### config.mk
export PLATFORM = sky130hd
export DESIGN_NAME = regfile_dump
export DESIGN_NICKNAME = d
export VERILOG_FILES = /design/src/rtl/regfile_dump.sv
export SDC_FILE = /design/constraint.sdc
export NUM_CORES = 1
export LEC_CHECK = 0
export CORE_UTILIZATION = 39
export CTS_BUF_LIST = sky130_fd_sc_hd__clkbuf_8
export DETAILED_ROUTE_END_ITERATION = 7
export PLACE_DENSITY_LB_ADDON = 0.08
export SETUP_SLACK_MARGIN = 0.4
export SYNTH_ARGS = -nofsm -noshare
export SYNTH_HDL_FRONTEND = slang
export SYNTH_SLANG_ARGS = --single-unit
### constraint.sdc
create_clock -name clk -period 1.45 [get_ports clk]
set_input_delay 0.435 -clock clk [delete_from_list [all_inputs] [get_ports clk]]
set_output_delay 0.435 -clock clk [all_outputs]
set_load 0.05 [all_outputs]
### src/rtl/regfile_dump.sv
// Debug reader that walks the register file through a dedicated read port and
// streams every register value out over a valid/ready beat interface.
module regfile_dump #(
   parameter int DATA_W   = 32,
   parameter int ADDR_W   = 5,
   parameter int NUM_REGS = 32,
   parameter int SKIP_X0  = 0
) (
   input  logic              clk,
   input  logic              rst,
   input  logic              dump_req,
   output logic              dump_busy,
   output logic              core_stall,
   output logic              dump_done,
   output logic [ADDR_W-1:0] rf_rd_addr,
   input  logic [DATA_W-1:0] rf_rd_data,
   output logic              out_valid,
   input  logic              out_ready,
   output logic [ADDR_W-1:0] out_addr,
   output logic [DATA_W-1:0] out_data,
   output logic              out_last,
   output logic [1:0]        dbg_state
);

   localparam logic [1:0] S_IDLE = 2'd0;
   localparam logic [1:0] S_READ = 2'd1;
   localparam logic [1:0] S_SEND = 2'd2;
   localparam logic [1:0] S_DONE = 2'd3;

   localparam logic [ADDR_W-1:0] FIRST_IDX = (SKIP_X0 != 0) ? ADDR_W'(1) : '0;
   localparam logic [ADDR_W-1:0] LAST_IDX  = ADDR_W'(NUM_REGS - 1);

   // Beat handshake: a beat transfers on a rising edge where out_valid and
   // out_ready are both high; while out_valid is high and out_ready is low the
   // beat (addr/data/last) is held stable, and out_ready is ignored otherwise.

   logic [1:0]        state_q, state_d;
   logic [ADDR_W-1:0] idx_q, idx_d;
   logic [ADDR_W-1:0] addr_q, addr_d;
   logic [DATA_W-1:0] data_q, data_d;
   logic              last_q, last_d;

   always_comb begin
      state_d = state_q;
      idx_d   = idx_q;
      addr_d  = addr_q;
      data_d  = data_q;
      last_d  = last_q;
      case (state_q)
         S_IDLE: begin
            if (dump_req) state_d = S_READ;
         end
         S_READ: begin
            // The snapshot of this register is taken here and nowhere else.
            data_d  = rf_rd_data;
            addr_d  = idx_q;
            last_d  = (idx_q == LAST_IDX);
            state_d = S_SEND;
         end
         S_SEND: begin
            if (out_ready) begin
               if (last_q) begin
                  state_d = S_DONE;
               end else begin
                  idx_d   = idx_q + ADDR_W'(1);
                  state_d = S_READ;
               end
            end
         end
         S_DONE: begin
            idx_d   = FIRST_IDX;
            state_d = S_IDLE;
         end
         default: begin
            idx_d   = FIRST_IDX;
            state_d = S_IDLE;
         end
      endcase
   end

   always_ff @(posedge clk or posedge rst) begin
      if (rst) begin
         state_q <= S_IDLE;
         idx_q   <= FIRST_IDX;
         addr_q  <= '0;
         data_q  <= '0;
         last_q  <= 1'b0;
      end else begin
         state_q <= state_d;
         idx_q   <= idx_d;
         addr_q  <= addr_d;
         data_q  <= data_d;
         last_q  <= last_d;
      end
   end

   assign rf_rd_addr = idx_q;
   assign out_valid  = (state_q == S_SEND);
   assign dump_busy  = (state_q != S_IDLE);
   assign core_stall = dump_busy;
   assign dump_done  = (state_q == S_DONE);
   assign out_addr   = addr_q;
   assign out_data   = data_q;
   assign out_last   = last_q;
   assign dbg_state  = state_q;

endmodule

==> flow_metrics.py, run 1 <==
metrics = {
    "synthesis": {
        "async_reset_ff_share_pct": 100,
        "syn_inst": 128,
        "yosysTopAreaCell": "dfrtp_1",
        "yosys_warnings": 0,
        "synthDistinctLibCells": 27,
        "synth-seq-area-share_pct": 56.5,
        "syn-cell-area_mm2": 0.00199,
        "yosys-top-cells-count": "dfrtp_1, mux2_4, nand2_1",
        "synth_edf_count": 0,
        "synthTopCellsByArea": "dfrtp_1, mux2_4, buf_12, buf_6, mux2_2",
        "synth_top_flop_cell": "dfrtp_1",
        "synth_seq_cells": 45,
        "yosysTopAreaCellShare_pct": 56.5,
        "yosys.cell_count.top_type": "dfrtp_1",
        "syn_area_per_cell_um2": 15.6,
        "syn-num-nets": 166,
    },
    "timing": {
        "clock-skew-final_ps": 8.34,
        "fmax_mhz": 611,
        "slew_violations": 0,
        "setup_viol": 50,
        "hold_viol_final": 0,
        "min_period_ps": 1640,
        "period_share_pct": 113,
        "setup-tns-final_ps": -4930,
        "worst_slew_pin_slew_ps": 253,
        "relSlewSlack_pct": 83.1,
        "setup_ws_ps": -186,
        "rsz0062_at_grt": "true",
    },
    "min_path": {
        "hold_path.class": "primary input to async pin",
    },
    "floorplanning": {
        "coreArea_mm2": 0.00482,
        "die_h_um": 73.5,
        "placement_rows": 25,
        "start_util_pct": 41.4,
        "die_w_um": 73.5,
        "io_pins": 85,
        "die-area_mm2": 0.00540,
    },
    "outcome": {
        "violations": "setup timing",
        "status": "complete, but fails checks",
    },
    "clock_tree": {
        "cts_buffers": 5,
        "clockBufferDepth": 2,
        "tritoncts": "built",
        "h-tree-depth": 2,
        "clockRootBuffer": "clkbuf_8",
        "cts.sinks": 45,
        "clk_pin_slew_ps": 100,
        "ctsHoldBuffers": 0,
        "insertion_delay_ps": 310,
    },
    "routing": {
        "post_drt_wl_per_cell_um": 18.9,
        "via_count": 1647,
        "firstDrtPassIters": 4,
        "wl_mm": 6.51,
        "ant_nets": 0,
        "via_per_inst": 4.79,
        "dr.first_iter.drc_count": 79,
        "drc_errors": 0,
    },
    "worst_setup_path": {
        "end_kind": "primary output",
        "worstPathMaxFanout": 5,
        "startpoint_type": "flop",
        "worstPathRequired_ps": 1020,
        "timing.reg2reg.setup_slack_ps": -140,
        "setup.worst_path.class": "flop to primary output",
        "critPathArrivalTime_ps": 1200,
    },
    "global_routing": {
        "antenna_found_initial": 0,
        "grt-ovfl-total": 0,
        "grt_pass1_vias": 1760,
        "grt_pass1_wl_mm": 9.05,
        "grt_usage_pct": 23.0,
        "grt_max_degree": 27,
    },
    "finish": {
        "area_growth_pct": 111,
        "antenna_cells": 0,
        "drive_gt1_share_pct": 66.8,
        "stdcell_area_mm2": 0.00420,
        "fin_util_pct": 87.2,
        "nNetsFinal": 314,
        "fin_cells": 344,
    },
    "job": {
        "cap_violations": 0,
    },
    "placement": {
        "place_area_mm2": 0.00341,
        "gp_congestion": 0.941,
        "dp_hpwl_mm": 3.52,
        "portBuffers": 84,
        "dpl.cell_count": 279,
    },
    "power": {
        "power_density_mw_per_mm2": 2960,
        "totalPowerFinal_mw": 12.4,
        "vdd_drop_max_mv": 2.11,
        "p_leak_nw": 2.01,
    },
}
final cells by class:
class | count | area (µm²)
inverters | 5 | 22.5
clock inverters | 3 | 25.0
repair buffers | 149 | 2020
well taps | 67 | 83.8
fillers | 232 | 617
clock buffers | 5 | 68.8
flip-flops and latches | 45 | 1140
multi-input cells | 70 | 846
where the power goes:
part           internal [mW]  switching, mW
registers               1.90          0.746
logic                   5.00           3.97
clock network          0.349          0.482
total                   7.25           5.20
path summary, 6_finish.rpt:
check                                            to                     start  cells after the start
max                                       dump_busy  dbg_state[1]$_DFFE_PP0P_                      2
min                        out_data[31]$_DFFE_PP0N_                       rst                      3
max reg2reg                out_data[19]$_DFFE_PP0N_  dbg_state[1]$_DFFE_PP0P_                      6
max in group asynchronous  dbg_state[1]$_DFFE_PP0P_                       rst                      3
min in group clk           dbg_state[0]$_DFFE_PP0P_  dbg_state[0]$_DFFE_PP0P_                      1
min reg2reg                dbg_state[0]$_DFFE_PP0P_  dbg_state[0]$_DFFE_PP0P_                      1
repair_timing:
action                     CTS  global route
gates cloned                 5             0
pin swaps                    7             7
setup endpoints to repair   91            94
setup buffers               29            23
gates resized for setup     23            19
flip-flops by register name, indices dropped and copies added, names as in the netlist:
register and flops:
rf_rd_addr 5, out_data 32, out_addr 5, dbg_state 2, out_last 1
metal layers:
| layer | routed length [µm] | global-route usage [%] | vias up | part of all wire [%] |
|---|---|---|---|---|
| met5 | 0 | 0 | - | 0 |
| met4 | 155 | 9.62 | 0 | 2.4 |
| met3 | 333 | 4.94 | 13 | 5.1 |
| met2 | 3600 | 42.8 | 61 | 55 |
| met1 | 2430 | 25.1 | 835 | 37 |
| li1 | - | - | 738 | - |
per-stage QoR:
stage,worst slack (ps),hold slack (ps)
after floorplan,-161,445
after CTS,-159,500
after detailed placement,-172,544
after global routing,-210,533
after global placement,-64.3,539
final,-186,508
worst max-delay path: stages (launching register included):
cell and delay, ps:
dfrtp_2 460, or2_4 280, buf_6 160
layout by cell type (no fill, tap or decap), types with 4 or more instances in the layout:
master and instances:
clkbuf_8 5, buf_12 51, dfrtp_1 37, inv_1 4, mux2_4 33, buf_6 20, dfrtp_2 8, buf_16 5
buf_4 38, clkdlybuf4s50_1 34
cells by family (layout without fill, tap and decap cells):
logic type               count (synthesis)  in the layout  share of synthesized area (%)
adder cells (fa/ha/maj)                  2              2                           1.25
flip-flops                              45             45                           56.5
buffers and inverters                   13            162                           6.27
multiplexers                            37             37                           26.5
AND/OR/NAND/NOR                         20             20                           6.09
AO/OA/AOI/OAI                           11             11                           3.39
(Power assumes the default switching activity.)
==> inputs of run 2 (changes only) <==
CORE_UTILIZATION = 40   (was 39)
clock period = 2 ns   (was 1.45 ns; I/O delays follow)
==> run 2 against run 1 <==
  * The run now ends clean
  * Sequential cell count unchanged
  * Worst hold slack got worse by 16 ps
  * Die area decreased by 2.4%
  * Sequential share of layout area increased by 10 points
  * Via count decreased by 16%
  * Design area decreased by 28%
  * Count of clock-buffer cells in the layout unchanged
  * Wire length decreased by 36%
  * Register-to-register slack improved by 660 ps
  * Clock skew decreased by 3.6 ps
  * Global-route usage decreased by 6.7 points
==> flow_metrics.py, run 2 (same netlist as run 1, synthesis figures left out) <==
metrics = {
    "worst_setup_path": {
        "worstPathMaxFanout": 5,
        "critPathArrivalTime_ps": 1170,
        "r2r_cells": 5,
        "r2r-end": "rf_rd_addr[4]$_DFFE_PP0P_",
        "end_kind": "primary output",
        "timing.reg2reg.setup_slack_ps": 520,
        "startpoint_type": "flop",
        "r2r-start": "rf_rd_addr[1]$_DFFE_PP0P_",
        "worstPathRequired_ps": 1400,
        "setup.worst_path.class": "flop to primary output",
    },
    "finish": {
        "largest_register_ffs": 32,
        "nNetsFinal": 264,
        "drive_gt1_share_pct": 51.1,
        "area_growth_pct": 52.0,
        "antenna_cells": 0,
        "final_common_cell": "buf_4",
        "stdcell_area_mm2": 0.00303,
        "mostFrequentLayoutCells": "buf_4, dfrtp_1, clkdlybuf4s50_1, mux2_4, nand2_1",
        "fin_util_pct": 63.8,
    },
    "global_routing": {
        "grt_pass1_wl_mm": 6.38,
        "grt_pass1_vias": 1323,
        "antenna_found_initial": 0,
        "grt_usage_pct": 16.3,
        "grt-ovfl-total": 0,
        "grt_max_degree": 27,
    },
    "placement": {
        "portBuffers": 84,
        "dp_worst_setup_slack_ps": 268,
        "dp_hpwl_mm": 2.82,
        "gp_congestion": 0.833,
        "place_area_mm2": 0.00278,
    },
    "timing": {
        "period_share_pct": 88.6,
        "relSlewSlack_pct": 77.4,
        "hold_viol_final": 0,
        "fmax_mhz": 565,
        "clock-skew-final_ps": 4.76,
        "setup-tns-final_ps": 0,
        "rsz0062_at_grt": "true",
        "setup_ws_ps": 229,
        "setup_viol": 0,
        "min_period_ps": 1770,
        "worst_slew_pin_slew_ps": 339,
        "slew_violations": 0,
    },
    "routing": {
        "ant_nets": 0,
        "firstDrtPassIters": 4,
        "via_per_inst": 4.68,
        "dr.first_iter.drc_count": 47,
        "drc_errors": 0,
        "wl_mm": 4.19,
        "post_drt_wl_per_cell_um": 14.3,
        "via_count": 1377,
    },
    "clock_tree": {
        "clockBufferDepth": 2,
        "tritoncts": "built",
        "clk_pin_slew_ps": 80,
        "cts.sinks": 45,
        "insertion_delay_ps": 290,
        "cts_buffers": 5,
        "clockRootBuffer": "clkbuf_8",
        "h-tree-depth": 2,
    },
    "floorplanning": {
        "io_pins": 85,
        "start_util_pct": 41.9,
        "die_w_um": 72.6,
        "placement_rows": 25,
        "die_h_um": 72.6,
        "die-area_mm2": 0.00527,
        "coreArea_mm2": 0.00475,
    },
    "min_path": {
        "hold_path.class": "flop to flop",
        "hp-start": "out_addr[1]$_DFFE_PP0N_",
        "min_to": "out_addr[1]$_DFFE_PP0N_",
        "worstHoldPathCells": 2,
    },
    "job": {
        "cap_violations": 0,
    },
    "outcome": {
        "status": "finished clean",
    },
}
## run 2: cell types whose count changed in the layout (fill, tap and decap cells not counted), moves of 3 or more
cell / delta
buf_12: -47
buf_6: -18
buf_4: +17
buf_16: -5
o21ai_0: +4
buf_8: +3
dfrtp_1: +3
dfrtp_2: -3
nand2_1: +3
nand2_2: -3
## run 2: worst max path at each step
stage / start / to / slack, ps / cells past startpoint
final: dbg_state[0]$_DFFE_PP0P_ / core_stall / 230 / 2
after global routing: dbg_state[0]$_DFFE_PP0P_ / core_stall / 190 / 2
after CTS: dbg_state[0]$_DFFE_PP0P_ / dump_busy / 220 / 2
after detailed placement: out_ready / rf_rd_addr[3]$_DFFE_PP0P_ / 270 / 4
after global placement: out_ready / rf_rd_addr[3]$_DFFE_PP0P_ / 310 / 4
after floorplan: dbg_state[1]$_DFFE_PP0P_ / dump_busy / 220 / 3
## run 2: final cells by class
class                   count  area, µm²
inverters                   5       22.5
flip-flops and latches     45       1130
repair buffers             99        911
clock buffers               5       68.8
fillers                   387       1720
clock inverters             3       65.1
well taps                  67       83.8
multi-input cells          70        748
## run 2: timing repair
action | 4_1_cts | 5_1_grt
setup buffers | 6 | 5
resized for setup | 8 | 1
pin swaps | 1 | 0
hold buffers | 0 | 0
setup endpoints to repair | 10 | 33
## run 2: metal layers
layer | part of all wire, % | track usage, % | up-vias
li1 | - | - | 637
met1 | 43 | 21.0 | 684
met2 | 49 | 25.9 | 52
met3 | 6.9 | 5.52 | 4
met4 | 0.81 | 5.23 | 0
met5 | 0 | 0 | -
## run 2: per-stage QoR
stage | hold WS (ps) | cells
after floorplan | 610 | 128
after global placement | 468 | 275
after detailed placement | 480 | 275
after CTS | 499 | 289
after global routing | 528 | 294
final | 492 | 294
## run 2: worst max-delay path, cell delays in order, from the launching register on
cell     delay (ps)
dfrtp_2         450
or2_4           280
buf_8           150
Power of run 2 is left out: the tool's default activity adds up to more than one toggle a clock period on the data nets, which glitch-free logic cannot reach.
